**config.mk**
```make
export PLATFORM = sky130hd
export DESIGN_NAME = fp_operand_front
export DESIGN_NICKNAME = d
export VERILOG_FILES = /design/src/rtl/fp_operand_front_pkg.sv /design/src/rtl/fp_unpack.sv /design/src/rtl/fp_operand_front.sv
export SDC_FILE = /design/constraint.sdc
export NUM_CORES = 1
export LEC_CHECK = 0
export ABC_AREA = 0
export BUFFER_PORTS_ARGS = -buffer_cell sky130_fd_sc_hd__buf_2
export CORE_MARGIN = 2
export CORE_UTILIZATION = 51
export CTS_CLUSTER_SIZE = 30
export DETAILED_ROUTE_END_ITERATION = 8
export PLACE_DENSITY = 0.84
export RECOVER_POWER = 100
export SYNTH_ARGS = -nofsm -noshare
export SYNTH_HDL_FRONTEND = slang
export SYNTH_SLANG_ARGS = --single-unit
```
**constraint.sdc**
```tcl
create_clock -name clk -period 3.7 [get_ports clk]
set_input_delay 0.185 -clock clk [delete_from_list [all_inputs] [get_ports clk]]
set_output_delay 0.185 -clock clk [all_outputs]
set_load 0.01 [all_outputs]
```
**src/rtl/fp_operand_front_pkg.sv**
```systemverilog
// Shared types, constants and classification helpers for the adder operand front end.
package fp_operand_front_pkg;

  typedef enum logic [2:0] {
    StIdle,
    StCapture,
    StIssue,
    StBusy,
    StSpecial
  } front_state_e;

  // Single-precision reference values; the top rebuilds them for its own widths
  localparam logic [31:0] QNan    = 32'h7FC0_0000;
  localparam logic [7:0]  ExpOnes = 8'hFF;

  function automatic logic is_nan(input logic exp_ones, input logic frac_nz);
    return exp_ones & frac_nz;
  endfunction

  function automatic logic is_inf(input logic exp_ones, input logic frac_nz);
    return exp_ones & ~frac_nz;
  endfunction

endpackage

```
**src/rtl/fp_unpack.sv**
```systemverilog
// Splits one packed operand into sign, effective exponent and mantissa with hidden bit.
module fp_unpack
  import fp_operand_front_pkg::*;
#(
  parameter int unsigned ExpBits      = 8,
  parameter int unsigned MantissaBits = 23,
  parameter int unsigned Width        = 1 + ExpBits + MantissaBits
) (
  input  logic [Width-1:0]      op,
  output logic                  sign,
  output logic [ExpBits-1:0]    exp_eff,
  output logic [MantissaBits:0] mant,
  output logic                  nan,
  output logic                  inf
);

  logic [ExpBits-1:0]      exp_field;
  logic [MantissaBits-1:0] frac;
  logic                    exp_zero;
  logic                    exp_ones;
  logic                    frac_nz;

  always_comb begin
    exp_field = op[Width-2 -: ExpBits];
    frac      = op[MantissaBits-1:0];
    exp_zero  = (exp_field == '0);
    exp_ones  = &exp_field;
    frac_nz   = |frac;
    sign      = op[Width-1];
    // Denormals share the exponent of the smallest normal, without the hidden one
    exp_eff   = exp_zero ? ExpBits'(1) : exp_field;
    mant      = {~exp_zero, frac};
    nan       = is_nan(exp_ones, frac_nz);
    inf       = is_inf(exp_ones, frac_nz);
  end

endmodule

```
**src/rtl/fp_operand_front.sv**
```systemverilog
// Operand capture, unpack and exponent compare ahead of the adder Control FSM.
module fp_operand_front
  import fp_operand_front_pkg::*;
#(
  parameter int unsigned ExpBits      = 8,
  parameter int unsigned MantissaBits = 23,
  parameter int unsigned Width        = 1 + ExpBits + MantissaBits
) (
  input  logic                    clk,
  input  logic                    rst_n,
  input  logic                    in_valid,
  output logic                    in_ready,
  input  logic [Width-1:0]        a,
  input  logic [Width-1:0]        b,
  input  logic                    add_done,
  output logic                    go,
  output logic                    exp_set,
  output logic [ExpBits-1:0]      exp_diff,
  output logic [ExpBits-1:0]      big_exp,
  output logic [MantissaBits:0]   mant_a,
  output logic [MantissaBits:0]   mant_b,
  output logic                    sign_a,
  output logic                    sign_b,
  output logic                    spec_valid,
  output logic [Width-1:0]        spec_result
);

  localparam logic [Width-1:0] QNanLocal =
    {1'b0, {ExpBits{1'b1}}, 1'b1, {(MantissaBits - 1){1'b0}}};

  front_state_e state_q, state_d;

  logic [Width-1:0] a_q, b_q;

  logic                  un_sign_a, un_sign_b;
  logic [ExpBits-1:0]    un_exp_a, un_exp_b;
  logic [MantissaBits:0] un_mant_a, un_mant_b;
  logic                  nan_a, nan_b, inf_a, inf_b;

  logic                  special;
  logic [Width-1:0]      special_value;
  logic [ExpBits:0]      diff_wide;
  logic [ExpBits:0]      diff_neg;
  logic                  exp_ge;
  logic [ExpBits-1:0]    diff_mag;
  logic [ExpBits-1:0]    exp_max;

  fp_unpack #(
    .ExpBits     (ExpBits),
    .MantissaBits(MantissaBits),
    .Width       (Width)
  ) u_unpack_a (
    .op     (a_q),
    .sign   (un_sign_a),
    .exp_eff(un_exp_a),
    .mant   (un_mant_a),
    .nan    (nan_a),
    .inf    (inf_a)
  );

  fp_unpack #(
    .ExpBits     (ExpBits),
    .MantissaBits(MantissaBits),
    .Width       (Width)
  ) u_unpack_b (
    .op     (b_q),
    .sign   (un_sign_b),
    .exp_eff(un_exp_b),
    .mant   (un_mant_b),
    .nan    (nan_b),
    .inf    (inf_b)
  );

  // Extra bit keeps the borrow so the sign of the difference gives the ordering
  always_comb begin
    diff_wide = {1'b0, un_exp_a} - {1'b0, un_exp_b};
    diff_neg  = -diff_wide;
    exp_ge    = ~diff_wide[ExpBits];
    diff_mag  = exp_ge ? diff_wide[ExpBits-1:0] : diff_neg[ExpBits-1:0];
    exp_max   = exp_ge ? un_exp_a : un_exp_b;
  end

  always_comb begin
    special       = nan_a | nan_b | inf_a | inf_b;
    special_value = b_q;
    if (nan_a || nan_b || (inf_a && inf_b && (un_sign_a != un_sign_b))) begin
      special_value = QNanLocal;
    end else if (inf_a) begin
      special_value = a_q;
    end
  end

  always_ff @(posedge clk or negedge rst_n) begin
    if (!rst_n) begin
      state_q <= StIdle;
    end else begin
      state_q <= state_d;
    end
  end

  always_comb begin
    state_d = state_q;
    unique case (state_q)
      StIdle:    if (in_valid) state_d = StCapture;
      StCapture: state_d = special ? StSpecial : StIssue;
      StIssue:   state_d = StBusy;
      StBusy:    if (add_done) state_d = StIdle;
      StSpecial: state_d = StIdle;
      default:   state_d = StIdle;
    endcase
  end

  always_comb begin
    in_ready   = (state_q == StIdle);
    go         = (state_q == StIssue);
    spec_valid = (state_q == StSpecial);
  end

  always_ff @(posedge clk or negedge rst_n) begin
    if (!rst_n) begin
      a_q         <= '0;
      b_q         <= '0;
      exp_set     <= 1'b0;
      exp_diff    <= '0;
      big_exp     <= '0;
      mant_a      <= '0;
      mant_b      <= '0;
      sign_a      <= 1'b0;
      sign_b      <= 1'b0;
      spec_result <= '0;
    end else begin
      if (state_q == StIdle && in_valid) begin
        a_q <= a;
        b_q <= b;
      end
      if (state_q == StCapture) begin
        exp_set  <= exp_ge;
        exp_diff <= diff_mag;
        big_exp  <= exp_max;
        mant_a   <= un_mant_a;
        mant_b   <= un_mant_b;
        sign_a   <= un_sign_a;
        sign_b   <= un_sign_b;
        if (special) spec_result <= special_value;
      end
    end
  end

endmodule

```
==> Flow_metrics.wiki, run 1 <==
{| class="wikitable"
! Metric !! Value
|-
| Cell types with the largest area share after synthesis || dfrtp_1 61%, nand2_1 9.8%, mux2_2 9.6%
|-
| Most common cell after layout, fill and taps aside || nand2_1
|-
| Max stage delay cell, worst path || or4_1
|-
| Number of max-cap violations || 4
|-
| Cells resized by post-CTS repair || 0
|-
| Net count reported at finish || 910
|-
| RePlAce Congestion || between 0.8 and 0.9
|-
| Mean cell area of the mapped netlist || 11.0 sq um
|-
| Final hold violation count || 0
|-
| Max Freq || 287 MHz
|-
| Xor/xnor share of the synthesized area || 1.87%
|-
| Commonest non-fill, non-tap cells in the layout || 179 x nand2_1, 166 x dfrtp_1, 103 x clkbuf_1, 66 x buf_2, 57 x mux2_2
|-
| Net count after synthesis || 699
|-
| Status || complete, but fails checks
|-
| TritonCTS clock tree || yes
|-
| Vertical extent of the die || 120 um
|-
| Final Cell Area || about 8800 sq um
|-
| Via count of the first global-routing pass || 5505
|-
| Start-to-end type of the worst setup path || flip-flop to flip-flop
|-
| Power, Total || ~8.2 mW
|-
| Number of iterations in the first detailed-routing pass || 4
|-
| Worst ir drop on vdd || 0.000524 V
|-
| Slew @ Worst Pin || 2.47 ns
|-
| Leakage power || 4.15 nW
|-
| Die extent in x || about 120 um
|-
| Critical path cell sequence || or4_1, nor2_1, or2_2, ha_1, inv_1, fa_1, a211oi_2, nor3b_1, o32ai_4, xor2_2, a31oi_1, xor3_1, mux2_4
|-
| Wire length of the first global-routing pass || around 27 mm
|-
| Power Density || around 930 nW/um^2
|-
| Fraction of the mapped netlist area in adder cells || 1.76%
|-
| Kind of capture point of the worst setup path || flip-flop
|-
| Simple-gate portion of the synthesized area || 18.0%
|-
| Violations in the final reports || capacitance limit, slew limit
|-
| Library cell used as clock root buffer || clkbuf_16
|-
| Post-Place Setup Slack || ~0.26 ns
|-
| Number of design rule violations left after detail routing || 0
|-
| Maximum number of pins on one net before global-route repair || 105
|-
| Final min period || between 3 and 4 ns
|-
| DRT iter0 DRCs || 339
|-
| Slew margin rel. || -64.6%
|-
| Syn Inst Count || approximately 620
|-
| Worst hold path type || input pin to flip-flop
|-
| Fin Hold WS || 0.00403 ns
|-
| Post-synthesis cell type with the largest combined area || dfrtp_1
|-
| Share of the synthesized area in the top cell type || between 60% and 70%
|-
| Core occupancy in the finished layout || 66.7%
|-
| Unrepaired setup endpoints after global routing || false
|-
| Syn. warnings || 0
|-
| Pins over their slew limit || about 220
|-
| Data arrival, critical path || 3.79 ns
|-
| WP depth || 13
|-
| Largest clock skew in the final design || 0.00867 ns
|-
| Kind of start point of the critical path || flip-flop
|-
| Core region area || 13100 sq um
|-
| Number of standard cells in the final layout excluding fillers || 1022
|-
| Final Cycle Share || 94.2%
|-
| H-tree Lvls || 4
|-
| Max FO, Critical Path || 3
|-
| Number of buffers added on ports || around 170
|-
| Worst-path clk slew || 0.06 ns
|-
| Mapped cell area || 6820 sq um
|-
| Setup TNS || 0 ns
|-
| Average vias per placed instance || 5.20
|-
| Largest family of logic cells by synthesized area || simple AND/OR/NAND/NOR gates
|-
| Antenna diode instance count || 0
|-
| Crit-path leading delay family || simple AND/OR/NAND/NOR gates
|-
| GR Overflow Total || 0
|-
| Number of cells traversed by the worst register-to-register path || 13
|-
| Relative area change from synthesis to final layout || 28.4%
|-
| DPL Wire Length || 10.4 mm
|-
| Final WS setup || 0.213 ns
|-
| Antenna violations before repair || 0
|-
| Setup Viol. Count Final || 0
|-
| Combined global-route utilization of all metal layers || 24.4%
|-
| Total number of clock tree sinks || around 170
|-
| Number of top-level pins || 170
|-
| Share of synthesized area occupied by flip-flops and latches || 60.9%
|-
| Flip-flop and latch count after synthesis || 166
|-
| Max incr delay on CP || between 0.5 and 0.6 ns
|-
| Effective utilization at floorplan || 51.9%
|-
| DRT antenna net count || 0
|-
| Synth unique cells || 43
|-
| Compound-cell area share of the yosys netlist || just over 5%
|-
| Placed Cells incl. Taps || 939
|-
| Share of final-layout standard cells stronger than drive strength 1 || 20.1%
|-
| DIE AREA || 14300 sq um
|-
| Routed wire length per instance || 16.2 um
|-
| Clock Tree Buf Depth || 2
|-
| TritonCTS buffer count || 17
|-
| Post-synthesis mux area share || 9.94%
|-
| Post-DP Area || approximately 8000 sq um
|-
| Number of buffers and inverters on the critical path || 1
|-
| Via count of the routed design || 5312
|-
| Total detailed-routing wirelength || between 15 and 20 mm
|-
| Worst endpoint required time || ~4.0 ns
|-
| Cell Rows || between 40 and 50
|-
| Worst hold path cell count || 3
|-
| Clock insertion delay at the later pin of the skew report || 0.42 ns
|}
timing repair:
action,in CTS,in global routing
hold buffers,50,1
buffers inserted,0,0
hold endpoints to repair,151,1
registers in the layout (all words and copies together) (netlist names):
signal and cells:
a_q 32, b_q 32, spec_result 32, mant_a 24, mant_b 24, big_exp 8
exp_diff 8, state_q 3, exp_set 1, sign_a 1, sign_b 1
report_power, final:
| part | internal (mW) | switching (mW) |
|---|---|---|
| clock network | 0.979 | 0.692 |
| registers | 2.58 | 0.574 |
| logic | 1.44 | 1.90 |
| total | 5.00 | 3.17 |
synth_stat cells:
cell type and n:
a2111oi_0 1, a211oi_2 1, a21oi_1 18, a22o_1 1, a31oi_1 2, and2_1 24
and4bb_2 1, buf_1 1, buf_2 2, clkbuf_1 31, dfrtp_1 166, fa_1 1
ha_1 8, inv_1 11, mux2_2 58, mux2_4 1, mux2i_1 1, nand2_1 179
nand2b_1 11, nand3_1 2, nand4_1 7, nor2_1 22, nor2b_1 1, nor3_1 5
nor3b_1 2, nor3b_2 2, nor4_1 11, o211ai_1 1, o21a_1 2, o21ai_0 26
o21ai_2 1, o21bai_1 1, o31a_1 1, o31ai_1 1, o32ai_4 1, or2_2 1
or3b_2 1, or4_1 3, or4b_2 1, xnor2_1 3, xor2_1 7, xor2_2 1
xor3_1 1
worst min-delay path: cells and delay by family:
family / cells / cell delay (ns)
and+or+nand+nor: 1 / 0.05
AOI/OAI and AO/OA: 1 / 0.06
buffers and inverters: 1 / 0.08
logic make-up (layout without fill, tap and decap cells):
logic type	Yosys count	after routing
flip-flops	166	166
multiplexers	60	60
XOR/XNOR	12	12
buffers and inverters	45	269
AND/OR/NAND/NOR	273	273
AO/OA/AOI/OAI	57	57
adder cells (fa/ha/maj)	9	9
routing by layer:
layer	up-vias	track usage, %	wire [um]
li1	2485	-	-
met5	-	0	0
met3	51	6.23	984
met2	195	37.9	7840
met4	0	12.1	565
met1	2581	32.2	7140
final cells by class:
type                    instances  area, sq um
clock buffers                  21          470
fillers                      1057         4370
repair buffers                226         1280
inverters                      11         41.3
clock inverters                11          100
multi-input cells             411         2500
flip-flops and latches        166         4150
well taps                     176          220
final timing paths:
check,start,to,slack (ns)
hold / removal,b[24],b_q[24]$_DFFE_PN0P_,0.004
setup reg to reg,b_q[24]$_DFFE_PN0P_,exp_diff[7]$_DFFE_PN0N_,0.21
min in group asynchronous,rst_n,b_q[20]$_DFFE_PN0P_,1.06
setup / recovery,b_q[24]$_DFFE_PN0P_,exp_diff[7]$_DFFE_PN0N_,0.21
max in group asynchronous,rst_n,a_q[27]$_DFFE_PN0P_,0.80
hold reg to reg,spec_result[24]$_DFFE_PN0P_,spec_result[24]$_DFFE_PN0P_,0.47
(Power assumes the default switching activity.)
==> inputs of run 2 (changes only) <==
--- a/config.mk
+++ b/config.mk
@@ -9,8 +9,10 @@
 export BUFFER_PORTS_ARGS = -buffer_cell sky130_fd_sc_hd__buf_2
 export CORE_MARGIN = 2
 export CORE_UTILIZATION = 51
+export CTS_BUF_LIST = sky130_fd_sc_hd__clkbuf_8
 export CTS_CLUSTER_SIZE = 30
 export DETAILED_ROUTE_END_ITERATION = 8
+export GPL_TIMING_DRIVEN = 0
 export PLACE_DENSITY = 0.84
 export RECOVER_POWER = 100
 export SYNTH_ARGS = -nofsm -noshare
==> Flow_metrics.wiki, run 2 (synthesis results as in run 1) <==
{| class="wikitable"
! Metric !! Value
|-
| Core region area || 13100 sq um (unchanged)
|-
| Sw Ratio || 40.3% (+1.5 points)
|-
| Pins over their slew limit || 60 (-72%)
|-
| Final min period || 3.53 ns (+0.0435 ns)
|-
| Power share of the clock group || 17.9% (-2.6 points)
|-
| Worst endpoint required time || 4.03 ns (+0.03 ns)
|-
| Total length of routed met3 wires || 1.19 mm (+21%)
|-
| Power, Total || 8.08 mW (-1.0%)
|-
| Status || complete, but fails checks
|-
| Die extent in x || 120 um (unchanged)
|-
| Leakage power || 4.19 nW (+0.97%)
|-
| Core occupancy in the finished layout || 67.8% (+1.0 points)
|-
| Average vias per placed instance || 5.22 (+0.35%)
|-
| Largest clock skew in the final design || 0.0138 ns (+0.00510 ns)
|-
| Wire length of the first global-routing pass || 29.6 mm (+8.5%)
|-
| Most common cell after layout, fill and taps aside || nand2_1
|-
| Critical register-to-register path startpoint || b_q[24]$_DFFE_PN0P_
|-
| Data arrival, critical path || 3.86 ns (+0.07 ns)
|-
| Worst reg2reg endpoint || exp_diff[7]$_DFFE_PN0N_
|-
| Total detailed-routing wirelength || 18.2 mm (+10%)
|-
| Detail Route met2 WL || 8.76 mm (+12%)
|-
| Number of cells traversed by the worst register-to-register path || 13 (unchanged)
|-
| TritonCTS clock tree || yes
|-
| DPL Wire Length || 11.5 mm (+10%)
|-
| Number of standard cells in the final layout excluding fillers || 1066 (+4.3%)
|-
| Effective utilization at floorplan || 51.9% (unchanged)
|-
| Number of design rule violations left after detail routing || 0 (unchanged)
|-
| Placed Cells incl. Taps || 968 (+3.1%)
|-
| Start-to-end type of the worst setup path || flip-flop to flip-flop
|-
| Number of iterations in the first detailed-routing pass || 5 (+1)
|-
| Commonest non-fill, non-tap cells in the layout || 179 x nand2_1, 166 x dfrtp_1, 134 x clkbuf_1, 67 x buf_2, 66 x dlygate4sd3_1
|-
| Final WS setup || 0.170 ns (-0.0435 ns)
|-
| Worst-path clk slew || 0.08 ns (+0.02 ns)
|-
| Sequential cell fraction of total power || 38.7% (about the same)
|-
| H-tree Lvls || 4 (unchanged)
|-
| TritonCTS buffer count || 17 (unchanged)
|-
| Number of buffers added on ports || 169 (unchanged)
|-
| P_sw || 3.25 mW (+2.7%)
|-
| Net count reported at finish || 954 (+4.8%)
|-
| RePlAce Congestion || 0.854 (+1.0%)
|-
| Clock Tree Buf Depth || 2 (unchanged)
|-
| GR Overflow Total || 0 (unchanged)
|-
| Setup Viol. Count Final || 0 (unchanged)
|-
| Worst hold path type || input pin to flip-flop
|-
| Number of top-level pins || 170 (unchanged)
|-
| Share of final-layout standard cells stronger than drive strength 1 || 18.7% (-1.4 points)
|-
| DIE AREA || 14300 sq um (unchanged)
|-
| Crit. Startpoint || b_q[24]$_DFFE_PN0P_
|-
| Fillcell total || 1024 (-3.1%)
|-
| Kind of capture point of the worst setup path || flip-flop
|-
| Kind of start point of the critical path || flip-flop
|-
| Routed wire length per instance || 17.1 um (+5.7%)
|-
| Via count of the first global-routing pass || 5752 (+4.5%)
|-
| Power Density || 908 nW/um^2 (-2.6%)
|-
| Antenna violations before repair || 0 (unchanged)
|-
| Largest regs || a_q: 32 flops, b_q: 32 flops, spec_result: 32 flops
|-
| Slew @ Worst Pin || 2.85 ns (+0.385 ns)
|-
| Via count of the routed design || 5560 (+4.7%)
|-
| Total number of clock tree sinks || 166 (unchanged)
|-
| Cell Rows || 42 (unchanged)
|-
| Relative area change from synthesis to final layout || 30.5%
|-
| Unrepaired setup endpoints after global routing || false
|-
| Violations in the final reports || capacitance limit, slew limit
|-
| Cell-internal power || 4.83 mW (-3.4%)
|-
| Max Freq || 283 MHz (-1.2%)
|-
| Number of max-cap violations || 1 (-3)
|-
| Highest routed metal layer || met4
|-
| Library cell used as clock root buffer || clkbuf_8
|-
| Maximum number of pins on one net before global-route repair || 108 (+2.9%)
|-
| Clock insertion delay at the later pin of the skew report || 0.46 ns (+0.04 ns)
|-
| Worst ir drop on vdd || 0.000443 V (-16%)
|-
| Combinational Power Share || 43.4% (+2.5 points)
|-
| Routed length on met1 || 7.48 mm (+4.7%)
|-
| Vertical extent of the die || 120 um (unchanged)
|-
| DRT iter0 DRCs || 260 (-23%)
|-
| End of the critical path || exp_diff[7]$_DFFE_PN0N_
|-
| Final Cycle Share || 95.4% (+1.2 points)
|-
| Slew margin rel. || -90.3% (-26 points)
|-
| Combined global-route utilization of all metal layers || 26.7% (+2.3 points)
|-
| Setup TNS || 0 ns (unchanged)
|-
| Max FO, Critical Path || 6 (+3)
|-
| DRT antenna net count || 0 (unchanged)
|-
| Register-to-register setup slack || 0.17 ns (-0.04 ns)
|-
| Final hold violation count || 0 (unchanged)
|-
| Antenna diode instance count || 0 (unchanged)
|-
| Post-Place Setup Slack || 0.0839 ns (-0.174 ns)
|}
-- run 2: worst min path at each step --
stage | endpoint | from | slack, ns | cells past startpoint
after floorplan | a_q[0]$_DFFE_PN0P_ | rst_n | -0.11 | 0
after global routing | state_q[1]$_DFFE_PN0P_ | add_done | 0.03 | 4
after detailed placement | a_q[11]$_DFFE_PN0P_ | rst_n | 0.14 | 1
after CTS | state_q[1]$_DFFE_PN0P_ | add_done | 0.004 | 4
final | state_q[1]$_DFFE_PN0P_ | add_done | 0.04 | 4
after global placement | b_q[28]$_DFFE_PN0P_ | b[28] | 0.39 | 3
-- run 2: routing by layer --
layer / up-vias / track usage, %
met4: 0 / 13.4
met1: 2702 / 33.5
met3: 65 / 7.22
met5: - / 0
met2: 231 / 43.0
li1: 2562 / -
-- run 2: area by class of cell --
cell class	count	area [sq um]	share of cell area [%]
timing repair buffer	236	1410	15.9
clock inverter	12	175	1.97
multi-input combinational	411	2490	28.0
inverter	11	41.3	0.464
buffer	34	130	1.46
sequential	166	4150	46.7
clock buffer	20	275	3.09
tap	176	220	2.47
-- run 2: what timing repair did --
action                                 CTS  global route
hold buffers                            66             0
gates resized for setup                  0             2
endpoints found under the hold margin  124             0
setup endpoints to repair                0             6
buffers inserted                         0             0
-- run 2: power groups by stage --
stage               combinational (mW)  clock (mW)  sequential, mW
floorplan                         2.29           0            3.18
global placement                  3.37           0            3.09
detailed placement                3.53           0            3.12
CTS                               3.59        1.47            3.09
global route                      3.89        1.55            3.22
finish                            3.51        1.44            3.13
-- run 2: worst max-delay path, stage by stage, from the launching register on --
cell and delay [ns]:
dfrtp_1 0.39, or4_1 0.51, nor2_1 0.15, or2_2 0.14, ha_1 0.15, inv_1 0.05
fa_1 0.42, a211oi_2 0.27, nor3b_2 0.10, o32ai_4 0.29, o21ai_2 0.15, a31oi_1 0.20
xor3_1 0.29, mux2_1 0.31
-- run 2: metrics by stage --
step	instance area [sq um]	hold slack (ns)
global placement	7890	0.393
floorplan	6820	-0.111
finish	8900	0.0371
global route	8900	0.0275
CTS	9040	0.00449
detailed placement	7930	0.143
